$ cat config.mk
export PLATFORM = sky130hd
export DESIGN_NAME = keypad_hex_scanner
export DESIGN_NICKNAME = d
export VERILOG_FILES = /design/src/rtl/kypd_pkg.sv /design/src/rtl/sync_2ff.sv /design/src/rtl/keypad_hex_scanner.sv
export SDC_FILE = /design/constraint.sdc
export NUM_CORES = 1
export LEC_CHECK = 0
export CORE_MARGIN = 5
export CORE_UTILIZATION = 30
export CTS_CLUSTER_DIAMETER = 120
export DETAILED_ROUTE_END_ITERATION = 10
export PLACE_DENSITY = 0.44
export REMOVE_ABC_BUFFERS = 1
export SYNTH_ARGS = -nofsm -noshare
export SYNTH_HDL_FRONTEND = slang
export SYNTH_HIERARCHICAL = 1
export SYNTH_SLANG_ARGS = --single-unit
$ cat constraint.sdc
create_clock -name clock -period 28.8 [get_ports clock]
set_clock_uncertainty 0.2 [all_clocks]
set_input_delay 5.76 -clock clock [delete_from_list [all_inputs] [get_ports clock]]
set_output_delay 5.76 -clock clock [all_outputs]
set_load 0.005 [all_outputs]
$ cat src/rtl/kypd_pkg.sv
// Shared types, keymap and frame decoder for the hex keypad scanner.
package kypd_pkg;

  typedef enum logic [1:0] {
    IDLE,
    PRESS_DB,
    HELD,
    REL_DB
  } kypd_state_t;

  // A valid result means exactly one key is down. Multi means two or more.
  // Neither bit set means no key is down.
  typedef struct packed {
    logic       valid;
    logic       multi;
    logic [3:0] code;
  } kypd_result_t;

  // KEYMAP[row][col] holds the hex code printed on that key.
  localparam logic [3:0] KEYMAP [4][4] = '{
    '{4'h1, 4'h2, 4'h3, 4'hA},
    '{4'h4, 4'h5, 4'h6, 4'hB},
    '{4'h7, 4'h8, 4'h9, 4'hC},
    '{4'h0, 4'hF, 4'hE, 4'hD}
  };

  // Reduce a full frame of key bits (bit row*4+col set = pressed) to a result.
  function automatic kypd_result_t decode_frame(input logic [15:0] keys);
    kypd_result_t r;
    int           n;
    r = '0;
    n = 0;
    for (int row = 0; row < 4; row++) begin
      for (int col = 0; col < 4; col++) begin
        if (keys[row*4+col]) begin
          n++;
          r.code = KEYMAP[row][col];
        end
      end
    end
    r.valid = (n == 1);
    r.multi = (n > 1);
    if (n != 1) r.code = '0;
    return r;
  endfunction

endpackage

$ cat src/rtl/sync_2ff.sv
// Two-flop synchronizer for asynchronous level inputs.
module sync_2ff #(
  parameter int           W       = 4,
  parameter logic [W-1:0] RST_VAL = {W{1'b1}}
) (
  input  logic         clock,
  input  logic         reset,
  input  logic [W-1:0] d,
  output logic [W-1:0] q
);

  logic [W-1:0] meta;

  // Resample the input twice before it is used anywhere downstream.
  always_ff @(posedge clock or posedge reset) begin
    if (reset) begin
      meta <= RST_VAL;
      q    <= RST_VAL;
    end else begin
      meta <= d;
      q    <= meta;
    end
  end

endmodule

$ cat src/rtl/keypad_hex_scanner.sv
// 4x4 hex keypad scanner: one-cold column drive, per-frame decode, press and
// release debounce, one key_valid pulse per press, and a digit shift register.
//
// state    | meaning
// IDLE     | no key accepted; waiting for a single-key frame
// PRESS_DB | same key seen in cnt consecutive frames, not yet accepted
// HELD     | key accepted; ignoring everything until the keypad goes quiet
// REL_DB   | empty frames seen cnt times in a row after a held key
module keypad_hex_scanner
  import kypd_pkg::*;
#(
  parameter int N        = 16,
  parameter int SCAN_DIV = 50000,
  parameter int DEBOUNCE = 4
) (
  input  logic         clock,
  input  logic         reset,
  input  logic [3:0]   rows,
  input  logic         clear,
  output logic [3:0]   cols,
  output logic         key_valid,
  output logic [3:0]   key_code,
  output logic [N-1:0] value
);

  localparam int DW = $clog2(SCAN_DIV);
  localparam int CW = $clog2(DEBOUNCE + 1);

  logic [3:0]    rows_s;
  logic [DW-1:0] div;
  logic [1:0]    col;
  logic [15:0]   keys;
  logic [15:0]   keys_now;
  logic          slot_end;
  logic          frame_end;
  kypd_result_t  result;

  kypd_state_t   state, state_n;
  logic [CW-1:0] cnt, cnt_n;
  logic [3:0]    cand, cand_n;
  logic          accept;
  logic [N+3:0]  shifted;

  sync_2ff #(.W(4), .RST_VAL(4'b1111)) u_rows_sync (
    .clock (clock),
    .reset (reset),
    .d     (rows),
    .q     (rows_s)
  );

  assign slot_end  = (div == DW'(SCAN_DIV - 1));
  assign frame_end = slot_end && (col == 2'd3);
  assign cols      = ~(4'b0001 << col);
  assign shifted   = {value, cand_n};

  // Merge the current column's rows into the stored frame so the column-3
  // sample can be decoded in the same cycle it is taken.
  always_comb begin
    keys_now = keys;
    for (int r = 0; r < 4; r++) begin
      keys_now[r*4 + int'(col)] = ~rows_s[r];
    end
    result = decode_frame(keys_now);
  end

  // Slot divider, column pointer and per-column key capture.
  always_ff @(posedge clock or posedge reset) begin
    if (reset) begin
      div  <= '0;
      col  <= 2'd0;
      keys <= '0;
    end else if (slot_end) begin
      div  <= '0;
      col  <= col + 2'd1;
      keys <= keys_now;
    end else begin
      div  <= div + DW'(1);
    end
  end

  // Debounce state register.
  always_ff @(posedge clock or posedge reset) begin
    if (reset) begin
      state <= IDLE;
      cnt   <= '0;
      cand  <= 4'h0;
    end else begin
      state <= state_n;
      cnt   <= cnt_n;
      cand  <= cand_n;
    end
  end

  // Next-state logic, evaluated only on frame ends.
  always_comb begin
    state_n = state;
    cnt_n   = cnt;
    cand_n  = cand;
    accept  = 1'b0;
    if (frame_end) begin
      case (state)
        IDLE: begin
          if (result.valid) begin
            cand_n = result.code;
            if (DEBOUNCE == 1) begin
              accept  = 1'b1;
              state_n = HELD;
              cnt_n   = '0;
            end else begin
              state_n = PRESS_DB;
              cnt_n   = CW'(1);
            end
          end
        end
        PRESS_DB: begin
          if (result.valid && (result.code == cand)) begin
            if (cnt + CW'(1) == CW'(DEBOUNCE)) begin
              accept  = 1'b1;
              state_n = HELD;
              cnt_n   = '0;
            end else begin
              cnt_n = cnt + CW'(1);
            end
          end else begin
            state_n = IDLE;
            cnt_n   = '0;
          end
        end
        HELD: begin
          if (!result.valid && !result.multi) begin
            if (DEBOUNCE == 1) begin
              state_n = IDLE;
              cnt_n   = '0;
            end else begin
              state_n = REL_DB;
              cnt_n   = CW'(1);
            end
          end
        end
        REL_DB: begin
          if (!result.valid && !result.multi) begin
            if (cnt + CW'(1) == CW'(DEBOUNCE)) begin
              state_n = IDLE;
              cnt_n   = '0;
            end else begin
              cnt_n = cnt + CW'(1);
            end
          end else begin
            state_n = HELD;
            cnt_n   = '0;
          end
        end
        default: begin
          state_n = IDLE;
          cnt_n   = '0;
        end
      endcase
    end
  end

  // Registered outputs; clear overrides the digit shift but not the pulse.
  always_ff @(posedge clock or posedge reset) begin
    if (reset) begin
      key_valid <= 1'b0;
      key_code  <= 4'h0;
      value     <= '0;
    end else begin
      key_valid <= accept;
      if (accept) key_code <= cand_n;
      if (clear) value <= '0;
      else if (accept) value <= shifted[N-1:0];
    end
  end

endmodule

==> Word-level counts from Yosys, hierarchy flattened <==
Cells that the tools add are included.
{ "word_totals": {"memories": 0, "reg_bits": 72, "mem_bits_rw": 0, "output_inout_bits": 25, "wordCells": 141, "input_bits": 7, "latchBits": 0, "romBits": 0} }
{ "classes": {"n_shift": 1, "mul": 0, "bitwise_logic": 5, "n_reduce_logical": 13, "n_mux": 68, "addsub": 21, "order_cmp": 9, "n_eq_ne": 13, "div_mod_pow": 0} }
{ "ops": {"columns": ["cell", "n"], "rows": [
  ["$add 32x2->32 const B", 15],
  ["$mux 32", 15],
  ["$mux 4", 19],
  ["$bwmux 16", 4],
  ["$mux 16", 3],
  ["$eq 32x2->1 const B", 1],
  ["$gt 32x2->1 const B", 1],
  ["$ne 32x2->1 const B", 1],
  ["$add 16x1->16 const B", 1],
  ["$eq 16x16->1 const B", 1],
  ["$mux 3", 5],
  ["$demux 1 s4", 3],
  ["$mux 2", 6],
  ["$pmux 3 s4", 1],
  ["$add 4x2->5 const A", 2],
  ["$ge 5x1->1 const B", 2],
  ["$lt 5x5->1 const B", 2],
  ["$mux 1", 10],
  ["$pmux 2 s4", 1],
  ["$logic_and 1x1->1", 7],
  ["$eq 2x2->1 const B", 3],
  ["$ne 3x3->1 const B", 2],
  ["$lt 2x5->1 const B", 1],
  ["$lt 4x5->1 const B", 1],
  ["18 further kinds", 23]
]} }

==> Depth between registers and ports, before layout <==
{ "depth": {"depth_word": 48, "ltp_mapped": 55, "depth_no_buf": 52} }

==> Cells and area by module <==
Netlist, hierarchy kept.
{ "modules_own_cells": {"columns": ["module", "n_inst", "area_each_um2", "cells_per_inst"], "rows": [
  ["keypad_hex_scanner", 1, 5288.8, 636],
  ["sync_2ff", 1, 214.0, 9]
]} }

==> Worst setup path before layout <==
Ideal clock, no wire load.
{ "synth_timing": {"kind": "register -> register", "startpoint": "register col[0]", "endpoint": "register cnt[0]", "slack_ps": 18225, "setup_time_ps": 68, "arrival_time_ps": 10306, "path_buffers": 2, "path_stages_with_launch": 55, "cell_sequence": "dfrtp_1 inv_1 ha_1 buf_2 inv_1 mux2i_1 inv_1 ha_1 nand3_1 nand3_1 a31oi_1 ha_1 mux2i_1 inv_1 ha_1 nor2_1 nor3_1 and3_1 (+19 left out) inv_1 ha_1 nand2_1 o21ai_0 ha_1 mux2_2 ha_1 mux2i_1 inv_1 ha_1 nor2_1 nand2b_1 a2111oi_0 a41oi_1 or3_1 buf_2 or4_1 nand3_1"} }
{ "synth_via": {"elab_chain_cells": 45} }
{ "synth_lines": {"columns": ["element", "line", "rtl"], "rows": [
  ["from (decl)", "keypad_hex_scanner.sv:31", "logic [1:0] col;"],
  ["from (signal assigned)", "keypad_hex_scanner.sv:74", "col <= col + 2'd1;"],
  ["$add 3x2->4, or another cell as far along", "keypad_hex_scanner.sv:61", "keys_now[r*4 + int'(col)] = ~rows_s[r];"],
  ["$lt 4x5->1 (implied by the code), or another cell as far along", "keypad_hex_scanner.sv:61", null],
  ["$logic_and 1x1->1 (implied by the code) / $mux 1 (equally long branches)", "keypad_hex_scanner.sv:61", null],
  ["$mux 1 (implied by the code) / $demux 1 s2 (equally long branches)", "keypad_hex_scanner.sv:61", null],
  ["$demux 1 s4 / $bwmux 16 (equally long branches)", "keypad_hex_scanner.sv:61", null],
  ["$bwmux 16 (2 in series)", "keypad_hex_scanner.sv:61", null],
  ["$bwmux 16 *", "keypad_hex_scanner.sv:61", null],
  ["via keys_now[0]", "keypad_hex_scanner.sv:33", "logic [15:0] keys_now;"],
  ["parallel branches: the longest is 37 deep, another holds $add 32x2->32", null, null],
  ["to (signal assigned)", "keypad_hex_scanner.sv:89", "cnt <= cnt_n;"],
  ["to (decl)", "keypad_hex_scanner.sv:39", "logic [CW-1:0] cnt, cnt_n;"]
]} }
Mark *: on every way through the listed nets, which the timed path passes.
A chain may end at the register's enable or synchronous reset.

==> Worst setup path in the final report <==
{ "layout_timing": {"startpoint": "register col[1]", "endpoint": "register key_code[1]"} }
{ "layout_via": {"elab_chain_cells": 46} }
{ "layout_lines": {"columns": ["element", "line", "rtl"], "rows": [
  ["$add 3x2->4, or another cell as far along", "keypad_hex_scanner.sv:61", null],
  ["$lt 4x5->1 (implied by the code), or another cell as far along", "keypad_hex_scanner.sv:61", null],
  ["$logic_and 1x1->1 (implied by the code) / $mux 1 (equally long branches)", "keypad_hex_scanner.sv:61", null],
  ["$mux 1 (implied by the code) / $demux 1 s2 (equally long branches)", "keypad_hex_scanner.sv:61", null],
  ["$demux 1 s4 / $bwmux 16 (equally long branches)", "keypad_hex_scanner.sv:61", null],
  ["$bwmux 16 (3 in series)", "keypad_hex_scanner.sv:61", null],
  ["$mux 1", "kypd_pkg.sv:35", "if (keys[row*4+col]) begin"],
  ["$add 32x2->32", "kypd_pkg.sv:36", "n++;"],
  ["(+28 left out)", null, null],
  ["$mux 32", "kypd_pkg.sv:35", null],
  ["$ne 32x2->1", "kypd_pkg.sv:43", "if (n != 1) r.code = '0;"],
  ["$mux 4", "kypd_pkg.sv:43", null],
  ["$eq 4x4->1", "keypad_hex_scanner.sv:116", "if (result.valid && (result.code == cand)) begin"],
  ["$logic_and 1x1->1", "keypad_hex_scanner.sv:116", null],
  ["$mux 1", "keypad_hex_scanner.sv:116", null],
  ["$mux 1", "keypad_hex_scanner.sv:101", "case (state)"],
  ["$mux 1", "keypad_hex_scanner.sv:100", "if (frame_end) begin"],
  ["to (signal assigned)", "keypad_hex_scanner.sv:169", "if (accept) key_code <= cand_n;"],
  ["to (decl)", "keypad_hex_scanner.sv:22", "output logic [3:0] key_code,"]
]} }
Parallel ways exist; a longest one is shown, timed or not.

==> results.md <==
- For this run, design rule violations remaining after detail routing come to 0.
- In the synthesized netlist, the number of instances is 645.
- Data on the critical path is required at its endpoint by 28.82 ns.
- The final net count is 700.
- The floorplan step defined a die boundary enclosing 21200 um2.
- After the first detailed-routing iteration, the DRC count stood at 250.
- Compared with the post-synthesis result, the final layout area differs by 15.1%.
- The total negative slack for setup checks is 0 ns.
- Once placement finished, the instance area stood at 6010 um2.
- The CTS buffer count is 9.
- After global routing the overflow that remains totals 0.
- The largest net degree at the start of global routing is 65.
- Summed over all cells, the static leakage comes to 2.67 nW.
- The HPWL after detailed placement is 10.8 mm.
- The CTS H-tree depth is 3.
- The number of buffers and inverters on the critical path is 5.
- The achievable frequency is 0.0826 GHz.
- The total track usage is 0.134.
- In this run the deepest clock path goes through 2 buffers.
- In this run, synthesis produced a sequential element count of 72.
- In this run the power density over the cells is 40.0 nW/um2.
- The proportion of layout cells with a drive suffix above 1 is 0.0938.
- The tool flagged a number of max-cap violations equal to 0.
- For this design, the slowest cell found on the critical path is sky130_fd_sc_hd__or4_1.
- The top cell types in the final layout, fill and taps aside, are sky130_fd_sc_hd__nand2_1 (68), sky130_fd_sc_hd__dfrtp_1 (64), sky130_fd_sc_hd__nor2_1 (52).
- The die is 145 um tall.
- The number of setup buffers added after CTS is 0.
- The source-to-sink clock delay at the later pin of the worst-skew pair is 0.34 ns.
- The critical path's most frequent cell is sky130_fd_sc_hd__ha_1.
- The detail route stage leaves a number of antenna-violating nets equal to 0.
- The kind of cell with the highest combined delay along the critical path is adder cells.
- The number of global-route vias before repair is ~4.6k.
- STA puts the critical path data arrival time at 12.12 ns.
- The count of pins over their slew limit is 0.
- At the end of routability-driven placement, the weighted congestion stood at 0.853.
- The number of cell rows is 49.
- The largest vdd supply drop is between 30 and 40 uV.
- The number of hold violations in the final report was 0.
- The I/O pin total is 32.
- The maximum fanout along the worst path is 13.
- In this design, the stage delay of the slowest critical-path cell is 0.76 ns.
- The async set-reset flop share out of synthesis is 1.00.
- The number of fill cells is 1895.
- The clock transition at the registers of the reported paths is ~0.060 ns.
- Port buffering added 31 buffers.
- At the pin with the least slew margin, the transition time is 1.25 ns.
- The routed layout has 4655 vias.
- In this run the worst hold path is classified as reg2reg.
- The number of sinks driven by the clock tree is 72.
- Counting flops with a built-in enable in the synthesized netlist gives 0.
- The number of gates resized after CTS was 0.
- The tree is rooted in a sky130_fd_sc_hd__clkbuf_16.
- For this run, the leading register cell type out of synthesis is sky130_fd_sc_hd__dfrtp_1.
- Of the synthesized area, sequential elements account for 0.329.
- The routed design has 14.1 mm of wire.
- Leaving out fill and tap cells, the most frequent cell in the layout is sky130_fd_sc_hd__nand2_1.
- After routing the design area is 6330 um2.
- Setup repair after global routing left no endpoint under its margin.
- The detailed-routing iteration count for the pre-antenna-repair pass is 5.
- The total of hold buffers inserted after clock tree synthesis is 0.
- The number of antenna violations at the first check in global routing is 0.
- The global-route wire length before repair is 23.8 mm.
- Setup violations remaining at the end of the flow were counted as 0.
- The CTS tree is yes.
- The share of the clock period used by the worst path after layout is 0.420.
- Measured against its own limit, the worst slew margin works out to 0.162.
- The number of warning messages in the yosys log is 6.
- For this configuration, the core starts out at a cell density of 0.305.
- The shortest clock period the worst path allows after layout is 12.11 ns.
- After synthesis, the mean cell area works out to 8.53 um2.
- The run finished with clean final reports.
- The post-synthesis cell area is 5500 um2.
- The average via count per standard cell is between 5 and 6.
- The number of antenna diodes in the final layout is 0.
- The number of different library cells in the post-synthesis netlist is 80.
- The class of the most critical setup path is reg2reg.
- STA classifies the critical path endpoint as a flip-flop.
- The routed length per placed instance is 15.7 um.
- The area of the core region is 18000 um2.
- The worst setup path is launched from a flip-flop.
- Measured along the x axis, the die boundary spans 145 um.
cells by family (layout without fill, tap and decap cells):
| family | after synthesis | in the layout | share of synthesized area |
|---|---|---|---|
| and+or+nand+nor | 259 | 259 | 0.236 |
| AOI/OAI and AO/OA | 153 | 153 | 0.186 |
| DFF | 72 | 72 | 0.329 |
| xor gates and xnor gates | 62 | 62 | 0.113 |
| buffers and inverters | 58 | 85 | 0.0475 |
| adders and majority gates | 25 | 25 | 0.0568 |
| muxes | 16 | 16 | 0.0314 |
sequential cells by signal, summed over array words and instances (netlist names):
name / cells
div: 16
u_rows_sync/q: 4
key_code: 4
state: 2
value: 16
col: 2
keys: 16
cand: 4
u_rows_sync/meta: 4
key_valid: 1
cnt: 3
power breakdown:
part           internal, mW  switching (mW)  leakage (nW)
clock                0.0800          0.0427         0.159
sequential            0.102        0.000785         0.964
combinational        0.0100          0.0173          1.55
Yosys cell counts (3+ instances only):
library cell	n	area share
sky130_fd_sc_hd__nor4b_1	3	0.0048
sky130_fd_sc_hd__nor2_1	52	0.035
sky130_fd_sc_hd__nand4_1	3	0.0034
sky130_fd_sc_hd__nor3b_1	3	0.0041
sky130_fd_sc_hd__nand3_1	42	0.038
sky130_fd_sc_hd__and3_1	11	0.013
sky130_fd_sc_hd__nor2b_1	7	0.0080
sky130_fd_sc_hd__xnor2_2	3	0.0089
sky130_fd_sc_hd__and2_1	7	0.0080
sky130_fd_sc_hd__dfrtp_1	64	0.29
sky130_fd_sc_hd__xnor2_1	36	0.057
sky130_fd_sc_hd__a211oi_1	4	0.0055
sky130_fd_sc_hd__a21o_1	12	0.016
sky130_fd_sc_hd__nor3_1	19	0.017
sky130_fd_sc_hd__mux2_2	8	0.016
sky130_fd_sc_hd__nand2b_1	13	0.015
sky130_fd_sc_hd__nand2_1	68	0.046
sky130_fd_sc_hd__a31oi_1	6	0.0068
sky130_fd_sc_hd__o21a_1	3	0.0041
sky130_fd_sc_hd__o21ai_0	39	0.035
sky130_fd_sc_hd__buf_6	5	0.010
sky130_fd_sc_hd__or3_1	6	0.0068
sky130_fd_sc_hd__clkbuf_1	14	0.0095
sky130_fd_sc_hd__inv_1	32	0.022
sky130_fd_sc_hd__o21ai_1	5	0.0045
sky130_fd_sc_hd__o211ai_1	5	0.0068
sky130_fd_sc_hd__o2111ai_1	5	0.0080
sky130_fd_sc_hd__nor4_1	3	0.0034
sky130_fd_sc_hd__buf_2	5	0.0045
sky130_fd_sc_hd__or2_2	3	0.0034
sky130_fd_sc_hd__xor2_1	19	0.030
sky130_fd_sc_hd__o22ai_1	3	0.0034
sky130_fd_sc_hd__o31ai_1	3	0.0041
sky130_fd_sc_hd__mux2i_1	6	0.011
sky130_fd_sc_hd__a21oi_1	36	0.033
sky130_fd_sc_hd__dfstp_2	8	0.038
sky130_fd_sc_hd__ha_1	25	0.057
sky130_fd_sc_hd__and2_4	3	0.0048
sky130_fd_sc_hd__xnor3_2	3	0.013
path summary, 6_finish.rpt:
kind,endpoint,depth (start not counted),from,slack [ns]
setup / recovery,key_code[1],49,col[1],16.69
hold / removal,u_rows_sync/q[2],0,u_rows_sync/meta[2],0.15
setup reg to reg,key_code[1],49,col[1],16.69
hold reg to reg,u_rows_sync/q[2],0,u_rows_sync/meta[2],0.15
max in group asynchronous,div[5],3,reset,21.99
min in group asynchronous,u_rows_sync/meta[0],2,reset,5.80
worst reg2reg max path: cells and delay by family (launching register included):
kind	cells	cell delay (ns)
AOI/OAI and AO/OA	11	2.40
adders and majority gates	14	4.35
buffers and inverters	5	0.52
DFF	1	0.41
muxes	5	1.60
and+or+nand+nor	14	2.51
per-stage QoR:
step	setup WS [ns]	std cells	hold WS, ns	utilization	total power [mW]
floorplan	17.32	620	0.145	-	0.125
global placement	17.12	886	0.146	0.334	0.132
detailed placement	16.82	886	0.147	0.334	0.132
CTS	16.74	901	0.155	0.351	0.258
global route	15.70	901	0.156	0.351	0.265
finish	16.69	901	0.154	0.351	0.253
metal layers:
| metal | global-route usage | vias to the layer above | wire, um |
|---|---|---|---|
| met2 | 0.199 | 81 | 6090 |
| met5 | 0 | - | 0 |
| met1 | 0.200 | 2231 | 7380 |
| li1 | - | 2327 | - |
| met3 | 0.0268 | 16 | 483 |
| met4 | 0.0350 | 0 | 194 |
final cells by class:
| class | instances | area (um2) | share of cell area |
|---|---|---|---|
| multi-input combinational | 515 | 3430 | 0.542 |
| sequential | 72 | 1810 | 0.286 |
| timing repair buffer | 37 | 355 | 0.0561 |
| tap | 229 | 287 | 0.0452 |
| clock buffer | 12 | 256 | 0.0405 |
| inverter | 33 | 124 | 0.0196 |
| clock inverter | 3 | 65.1 | 0.0103 |
Power figures use the tool's default switching activity.
